**config.mk**
```make
export PLATFORM = sky130hd
export DESIGN_NAME = facto_master
export DESIGN_NICKNAME = d
export VERILOG_FILES = /design/src/rtl/facto_pkg.sv /design/src/rtl/facto_bus_if.sv /design/src/rtl/facto_master.sv
export SDC_FILE = /design/constraint.sdc
export NUM_CORES = 1
export LEC_CHECK = 0
export BUFFER_PORTS_ARGS = -buffer_cell sky130_fd_sc_hd__buf_4
export CORE_MARGIN = 8
export CORE_UTILIZATION = 47
export DETAILED_ROUTE_END_ITERATION = 10
export PLACE_DENSITY_LB_ADDON = 0.1
export SYNTH_ARGS = -nofsm -noshare
export SYNTH_HDL_FRONTEND = slang
export SYNTH_SLANG_ARGS = --single-unit
```
**constraint.sdc**
```tcl
create_clock -name clk -period 2.4 [get_ports clk]
set_input_delay 0.48 -clock clk [delete_from_list [all_inputs] [get_ports clk]]
set_output_delay 0.48 -clock clk [all_outputs]
set_load 0.005 [all_outputs]
```
**src/rtl/facto_pkg.sv**
```systemverilog
// Shared definitions for the factorial-core bus master: register offsets
// inside the core window and the sequencer state enumeration.
package facto_pkg;

   localparam logic [15:0] OFS_OPSTART  = 16'h0000;
   localparam logic [15:0] OFS_OPCLEAR  = 16'h0008;
   localparam logic [15:0] OFS_INTREN   = 16'h0018;
   localparam logic [15:0] OFS_OPERAND  = 16'h0020;
   localparam logic [15:0] OFS_RESULT_H = 16'h0028;
   localparam logic [15:0] OFS_RESULT_L = 16'h0030;

   typedef enum logic [3:0] {
      S_IDLE,
      S_WR_OPND,
      S_WR_IEN,
      S_WR_START,
      S_WAIT_IRQ,
      S_RD_L,
      S_RD_H,
      S_WR_CLR1,
      S_WR_CLR0,
      S_DONE
   } factoState_t;

endpackage

```
**src/rtl/facto_bus_if.sv**
```systemverilog
// Bus encoder: turns the sequencer state (plus the operand to write) into
// registered m_sel/m_wr/m_addr/m_dout. The top feeds it the next state so
// the registered bus lines line up with the state they belong to.
module facto_bus_if
   import facto_pkg::*;
#(
   parameter logic [15:0] BASE_ADDR = 16'h7000
)
(
   input  logic        clk,
   input  logic        reset_n,
   input  factoState_t i_state,
   input  logic [63:0] i_operand,
   output logic        o_sel,
   output logic        o_wr,
   output logic [15:0] o_addr,
   output logic [63:0] o_dout
);

   logic        w_sel;
   logic        w_wr;
   logic [15:0] w_addr;
   logic [63:0] w_dout;

   // Decode which register access (if any) the given state performs.
   always_comb begin
      w_sel  = 1'b0;
      w_wr   = 1'b0;
      w_addr = 16'h0000;
      w_dout = 64'd0;
      case (i_state)
         S_WR_OPND: begin
            w_sel  = 1'b1;
            w_wr   = 1'b1;
            w_addr = BASE_ADDR + OFS_OPERAND;
            w_dout = i_operand;
         end
         S_WR_IEN: begin
            w_sel  = 1'b1;
            w_wr   = 1'b1;
            w_addr = BASE_ADDR + OFS_INTREN;
            w_dout = 64'd1;
         end
         S_WR_START: begin
            w_sel  = 1'b1;
            w_wr   = 1'b1;
            w_addr = BASE_ADDR + OFS_OPSTART;
            w_dout = 64'd1;
         end
         S_RD_L: begin
            w_sel  = 1'b1;
            w_addr = BASE_ADDR + OFS_RESULT_L;
         end
         S_RD_H: begin
            w_sel  = 1'b1;
            w_addr = BASE_ADDR + OFS_RESULT_H;
         end
         S_WR_CLR1: begin
            w_sel  = 1'b1;
            w_wr   = 1'b1;
            w_addr = BASE_ADDR + OFS_OPCLEAR;
            w_dout = 64'd1;
         end
         S_WR_CLR0: begin
            w_sel  = 1'b1;
            w_wr   = 1'b1;
            w_addr = BASE_ADDR + OFS_OPCLEAR;
         end
         default: begin
            w_sel  = 1'b0;
         end
      endcase
   end

   // Register the bus lines so the slave sees glitch-free signals.
   always_ff @(posedge clk or negedge reset_n) begin
      if (!reset_n) begin
         o_sel  <= 1'b0;
         o_wr   <= 1'b0;
         o_addr <= 16'h0000;
         o_dout <= 64'd0;
      end else begin
         o_sel  <= w_sel;
         o_wr   <= w_wr;
         o_addr <= w_addr;
         o_dout <= w_dout;
      end
   end

endmodule

```
**src/rtl/facto_master.sv**
```systemverilog
// Host-side sequencer for the factorial core: writes operand, enables the
// interrupt, starts the core, waits for the interrupt (with timeout), reads
// the 128-bit result, clears the core and reports done/error to the host.
module facto_master
   import facto_pkg::*;
#(
   parameter logic [15:0] BASE_ADDR = 16'h7000,
   parameter int          TIMEOUT   = 65535
)
(
   input  logic         clk,
   input  logic         reset_n,
   input  logic         start,
   input  logic [63:0]  operand,
   output logic         busy,
   output logic         done,
   output logic         error,
   output logic [127:0] result,
   output logic         m_sel,
   output logic         m_wr,
   output logic [15:0]  m_addr,
   output logic [63:0]  m_dout,
   input  logic [63:0]  m_din,
   input  logic         interrupt
);

   localparam logic [15:0] WAIT_LAST = 16'(TIMEOUT - 1);

   factoState_t  r_state;
   factoState_t  w_nextState;
   logic         r_rdPhase;
   logic [15:0]  r_waitCnt;
   logic [63:0]  r_operand;
   logic         r_abort;
   logic         r_busy;
   logic         r_done;
   logic         r_error;
   logic [127:0] r_result;
   logic         w_timeout;
   logic [63:0]  w_busOperand;

   assign w_timeout    = (r_state == S_WAIT_IRQ) && !interrupt && (r_waitCnt == WAIT_LAST);
   assign w_busOperand = (r_state == S_IDLE) ? operand : r_operand;

   // Next-state selection; reads stay in their state for two cycles.
   always_comb begin
      w_nextState = r_state;
      case (r_state)
         S_IDLE:     if (start) w_nextState = S_WR_OPND;
         S_WR_OPND:  w_nextState = S_WR_IEN;
         S_WR_IEN:   w_nextState = S_WR_START;
         S_WR_START: w_nextState = S_WAIT_IRQ;
         S_WAIT_IRQ: begin
            if (interrupt)      w_nextState = S_RD_L;
            else if (w_timeout) w_nextState = S_WR_CLR1;
         end
         S_RD_L:     if (r_rdPhase) w_nextState = S_RD_H;
         S_RD_H:     if (r_rdPhase) w_nextState = S_WR_CLR1;
         S_WR_CLR1:  w_nextState = S_WR_CLR0;
         S_WR_CLR0:  w_nextState = S_DONE;
         S_DONE:     w_nextState = S_IDLE;
         default:    w_nextState = S_IDLE;
      endcase
   end

   // Sequencer state, wait counter, result capture and registered host outputs.
   always_ff @(posedge clk or negedge reset_n) begin
      if (!reset_n) begin
         r_state   <= S_IDLE;
         r_rdPhase <= 1'b0;
         r_waitCnt <= 16'd0;
         r_operand <= 64'd0;
         r_abort   <= 1'b0;
         r_busy    <= 1'b0;
         r_done    <= 1'b0;
         r_error   <= 1'b0;
         r_result  <= 128'd0;
      end else begin
         r_state   <= w_nextState;
         r_busy    <= (w_nextState != S_IDLE) && (w_nextState != S_DONE);
         r_done    <= (w_nextState == S_DONE);
         r_waitCnt <= ((r_state == S_WAIT_IRQ) && (w_nextState == S_WAIT_IRQ)) ?
                      (r_waitCnt + 16'd1) : 16'd0;
         r_rdPhase <= ((r_state == S_RD_L) || (r_state == S_RD_H)) ? ~r_rdPhase : 1'b0;
         if ((r_state == S_IDLE) && start) begin
            r_operand <= operand;
            r_abort   <= 1'b0;
            r_error   <= 1'b0;
         end
         if (w_timeout) begin
            r_abort <= 1'b1;
         end
         if ((r_state == S_RD_L) && r_rdPhase) begin
            r_result[63:0] <= m_din;
         end
         if ((r_state == S_RD_H) && r_rdPhase) begin
            r_result[127:64] <= m_din;
         end
         if (w_nextState == S_DONE) begin
            r_error <= r_abort;
         end
      end
   end

   assign busy   = r_busy;
   assign done   = r_done;
   assign error  = r_error;
   assign result = r_result;

   facto_bus_if #(
      .BASE_ADDR (BASE_ADDR)
   ) u_busIf (
      .clk       (clk),
      .reset_n   (reset_n),
      .i_state   (w_nextState),
      .i_operand (w_busOperand),
      .o_sel     (m_sel),
      .o_wr      (m_wr),
      .o_addr    (m_addr),
      .o_dout    (m_dout)
   );

endmodule
```
## After elaboration in Yosys (flattened, before gate mapping)

Cells that the tools add are included.

- Register bits: 298
- Logic and storage cells: 68
- Bits in latches: 0
- Input bits: 132
- Output and inout port bits: 213
- ROM bits: 0
- Memories kept: 0
- Bits in writable memories: 0

- Reduce and logical (&&, ||, !) cells: 17
- Multiplexer cells: 16
- Eq/ne operators: 19
- Bitwise operators: 1
- Add/sub/neg operators: 1
- Div/mod/pow operators: 0
- Magnitude comparators: 0
- Shifts and indexed selects: 0
- Multiply operators: 0

Operators with widths:

| cell | number |
|---|---|
| $pmux W64 S2 | 1 |
| $pmux W15 S6 | 1 |
| $mux W64 | 1 |
| $pmux W4 S9 | 1 |
| $eq A4 B3 Y1 const B | 8 |
| $mux W4 | 5 |
| $add A16 B1 Y16 const B | 1 |
| $eq A16 B16 Y1 const B | 1 |
| $eq A4 B2 Y1 const B | 4 |
| $mux W16 | 1 |
| $eq A4 B4 Y1 const B | 3 |
| $eq A4 B1 Y1 const B | 2 |
| $logic_and A1 B1 Y1 | 7 |
| $reduce_or A7 Y1 | 1 |
| $mux W1 | 6 |
| $reduce_or A5 Y1 | 1 |
| $logic_not A4 Y1 | 1 |
| $ne A4 B4 Y1 const B | 1 |
| $reduce_bool A2 Y1 | 2 |
| $reduce_bool A4 Y1 | 1 |
| $reduce_or A3 Y1 | 1 |
| $reduce_or A2 Y1 | 1 |
| $logic_not A1 Y1 | 1 |
| $logic_or A1 B1 Y1 | 1 |
| $not A1 Y1 | 1 |

## Longest topological paths before layout

- Depth in word-level cells: 9
- Gate-level depth with buffers: 7
- Depth with buffers taken out: 5

## Modules after synthesis

A second synthesis with hierarchy kept.

- Cells, all modules: 783
- Area, all modules: 11,732.5 µm²

Modules (own cells, without submodules):

| module | instances | sequential area each (µm²) | cells each | area an instance (µm²) |
|---|---|---|---|---|
| facto_master | 1 | 5,430.2 | 607 | 9,290.2 |
| facto_bus_if | 1 | 1,751.7 | 176 | 2,442.3 |

## Worst setup path before layout

OpenSTA, ideal clock, no wires.

- Path type: register -> register
- From: register r_state[1]
- To: register r_result[100], in the netlist result[100]
- Required time: 2.275 ns
- Slack: 0.281 ns
- Path buffers: 3
- Stages on the path, launching flop included: 7
- Setup time: 0.125 ns
- Clock period less this slack: 2.119 ns
- Arrival time: 1.995 ns
- Cell sequence: dfrtp_1 -> buf_1 -> a2111o_1 -> a211oi_1 -> buf_2 -> buf_4 -> mux2_2

- Word-level cells in the longest chain between the ends: 2

Ends and longest elaborated chain:

| element | RTL line | text |
|---|---|---|
| start, declared | facto_master.sv:29 | `factoState_t r_state;` |
| start signal, assigned | facto_master.sv:79 | `r_state <= w_nextState;` |
| $eq A4 B3 Y1 | facto_master.sv:96 | `if ((r_state == S_RD_H) && r_rdPhase) begin` |
| $logic_and A1 B1 Y1 | facto_master.sv:96 |  |
| end signal, assigned | facto_master.sv:97 | `r_result[127:64] <= m_din;` |
| end, declared | facto_master.sv:38 | `logic [127:0] r_result;` |

No other way between the ends.
A chain may end at the register's enable or synchronous reset.

## Worst setup path in the final report

- From: register r_state[1]
- To: register r_result[108], in the netlist result[108]

Same word-level chain as after synthesis.

==> out/metrics.cfg <==
[global_route]
antenna_found_initial=0
grt_overflow=0
grt_first_pass_wirelength_mm=34.93
grt_max_degree=77
grt_use_total_pct=19.63
grt_pass1_vias=6272

[place]
dpl_worst_slack_ns=0.1530
globalplace.congestion=0.8430
hpwl_mm=17.89
portBuffers=334

[status]
outcome=complete, but fails checks
violations=negative hold slack

[synthesis]
syn_inst=578
synth_area_sq_um=8429
ys.flop_type=dfrtp_1
synth_cell_type_count=41
synth_seq_cells=223
synth-async-reset-ratio_pct=100.0
synth.yosys.warnings=0
synth.avg_cell_area_sq_um=14.58
ys_seq_area_share_pct=66.20
synth-edff-count=0

[drt]
drc=0
viasPerCell=4.998
wire_per_inst_um=19.81
firstDrtPassIters=6
routed-via-count=5793
drt_wl_total_mm=22.96
ant_nets=0
drtIter0Drc=271

[worst_setup_path]
startpoint=r_state[1]$_DFF_PN0_
start_kind=flop
r2r_slack_ns=0.16
cp_data_required_time_ns=2.76
cp-end-kind=flop
crit_arrival_ns=2.60
worst_r2r_path_depth=5
rr_endpoint=result[108]$_DFFE_PN0P_
crit_end=result[108]$_DFFE_PN0P_
critical_path_class=reg2reg
worstPathMaxFanout=35
worstReg2RegStart=r_state[1]$_DFF_PN0_

[sta]
fmax_mhz=446.7
hold_slack_ns=-0.001055
tightest_slew_ns=0.6464
fin_ws_ns=0.1613
finalClockSkew_ns=0.01425
period_share_pct=93.28
rsz0062_at_grt=no
max_slew_margin_pct=56.91
setup_tns_ns=0
slew_violations=0
finalHoldViolations=1
setup_viol=0
period_needed_ns=2.239

[clock_network]
post-cts-setup-buffers=0
clock-sinks=223
cts_buffers=23
cts_tree=built
clk_pin_slew_ns=0.06
cts_max_level=1
cts-root-buf=clkbuf_16
cts_resized=0
cts_buffer_depth=3
clk_latency_ns=0.49
ctsHoldBuffers=0

[final_layout]
multi_input_area_sq_um=2641
final_common_cell=buf_4
syn2layout_area_growth_pct=41.77
ff_latch_area_sq_um=5580
final_cell_mix=buf_4, dfrtp_1, mux2_2, and2_1, nor3_1
nNetsFinal=1053
nFillCells=1311
post-route-util_pct=67.21
drive_above_1_share_pct=55.70
antenna_cells=0

[power_and_ir_drop]
leakage_nw=6.008
p_per_area_nw_per_um2=1122
irDropWorstVdd_mv=0.6635

[worst_hold_path]
min_path_type=in2async

[die]
fp.dieArea_sq_um=22480
die_h_um=149.9
start_util_pct=47.41
core_sq_um=17780
num_io_pins=345
dieWidth_um=149.9
rows=49

[job]
drv_cap=0

per-layer routing:
metal / share of wire (%) / global-route usage [%] / up-vias
met5: 0 / 0 / -
met4: 1.7 / 5.097 / 0
met3: 11 / 7.590 / 33
met2: 50 / 33.74 / 270
met1: 37 / 22.55 / 2871
li1: - / - / 2619
sequential cells by signal, summed over array words and instances, names as in the netlist, 4 cells and up:
register	flops
r_waitCnt	16
result	128
u_busIf.o_dout	64
r_state	4
u_busIf.o_addr	4
Yosys cell counts, types with 4 or more instances:
cell,instances,area share [%]
dfrtp_1,223,66
and2_1,65,4.8
nand2_1,14,0.62
nor4_1,6,0.45
buf_4,17,1.5
buf_2,10,0.59
nor2_1,6,0.27
nor3_1,24,1.4
xor2_1,4,0.42
inv_1,7,0.31
mux2_2,128,17
nand3_1,4,0.24
xnor2_1,12,1.2
clkbuf_1,12,0.53
power by group:
part | switching [mW] | internal [mW]
clock | 1.32 | 1.92
combinational | 1.75 | 2.71
sequential | 0.707 | 5.00
through the flow:
stage | power [mW] | std cells | instance area (sq um)
after global placement | 10.15 | 1123 | 11260
after global routing | 14.20 | 1159 | 11950
after detailed placement | 10.34 | 1123 | 11260
after CTS | 13.62 | 1159 | 11950
after floorplan | 7.433 | 587 | 8463
final | 13.40 | 1159 | 11950
worst min-delay path by stage:
stage,slack [ns],to
2_1_floorplan,0.18,busy$_DFF_PN0_
3_3_place_gp,0.49,result[21]$_DFFE_PN0P_
3_5_place_dp,0.49,error$_DFFE_PN0P_
4_1_cts,0.03,result[42]$_DFFE_PN0P_
5_1_grt,0.05,result[36]$_DFFE_PN0P_
6_report,-0.001,result[36]$_DFFE_PN0P_
area by class of cell:
class                           count  area share [%]
Sequential cell                   223           46.70
Timing Repair Buffer              349           22.81
Multi-Input combinational cell    315           22.10
Clock buffer                       32           5.602
Tap cell                          229           2.398
Inverter                            7          0.2199
Clock inverter                      4          0.1675
worst max-delay path, stage by stage (launching register included):
cell	delay [ns]
dfrtp_1	0.51
a21boi_0	0.14
a2111o_1	0.51
a211oi_4	0.31
buf_12	0.26
mux2_2	0.37
kinds of logic (layout without fill, tap and decap cells):
logic type | after synthesis | after routing | synth area share [%]
AOI/OAI and AO/OA | 24 | 24 | 2.018
DFF | 223 | 223 | 66.20
and+or+nand+nor | 135 | 135 | 9.500
other | 1 | 10 | 0.04449
xor gates and xnor gates | 16 | 16 | 1.662
buffers and inverters | 49 | 392 | 3.177
adders and majority gates | 2 | 2 | 0.2968
muxes | 128 | 128 | 17.10
Power figures use the tool's default switching activity.
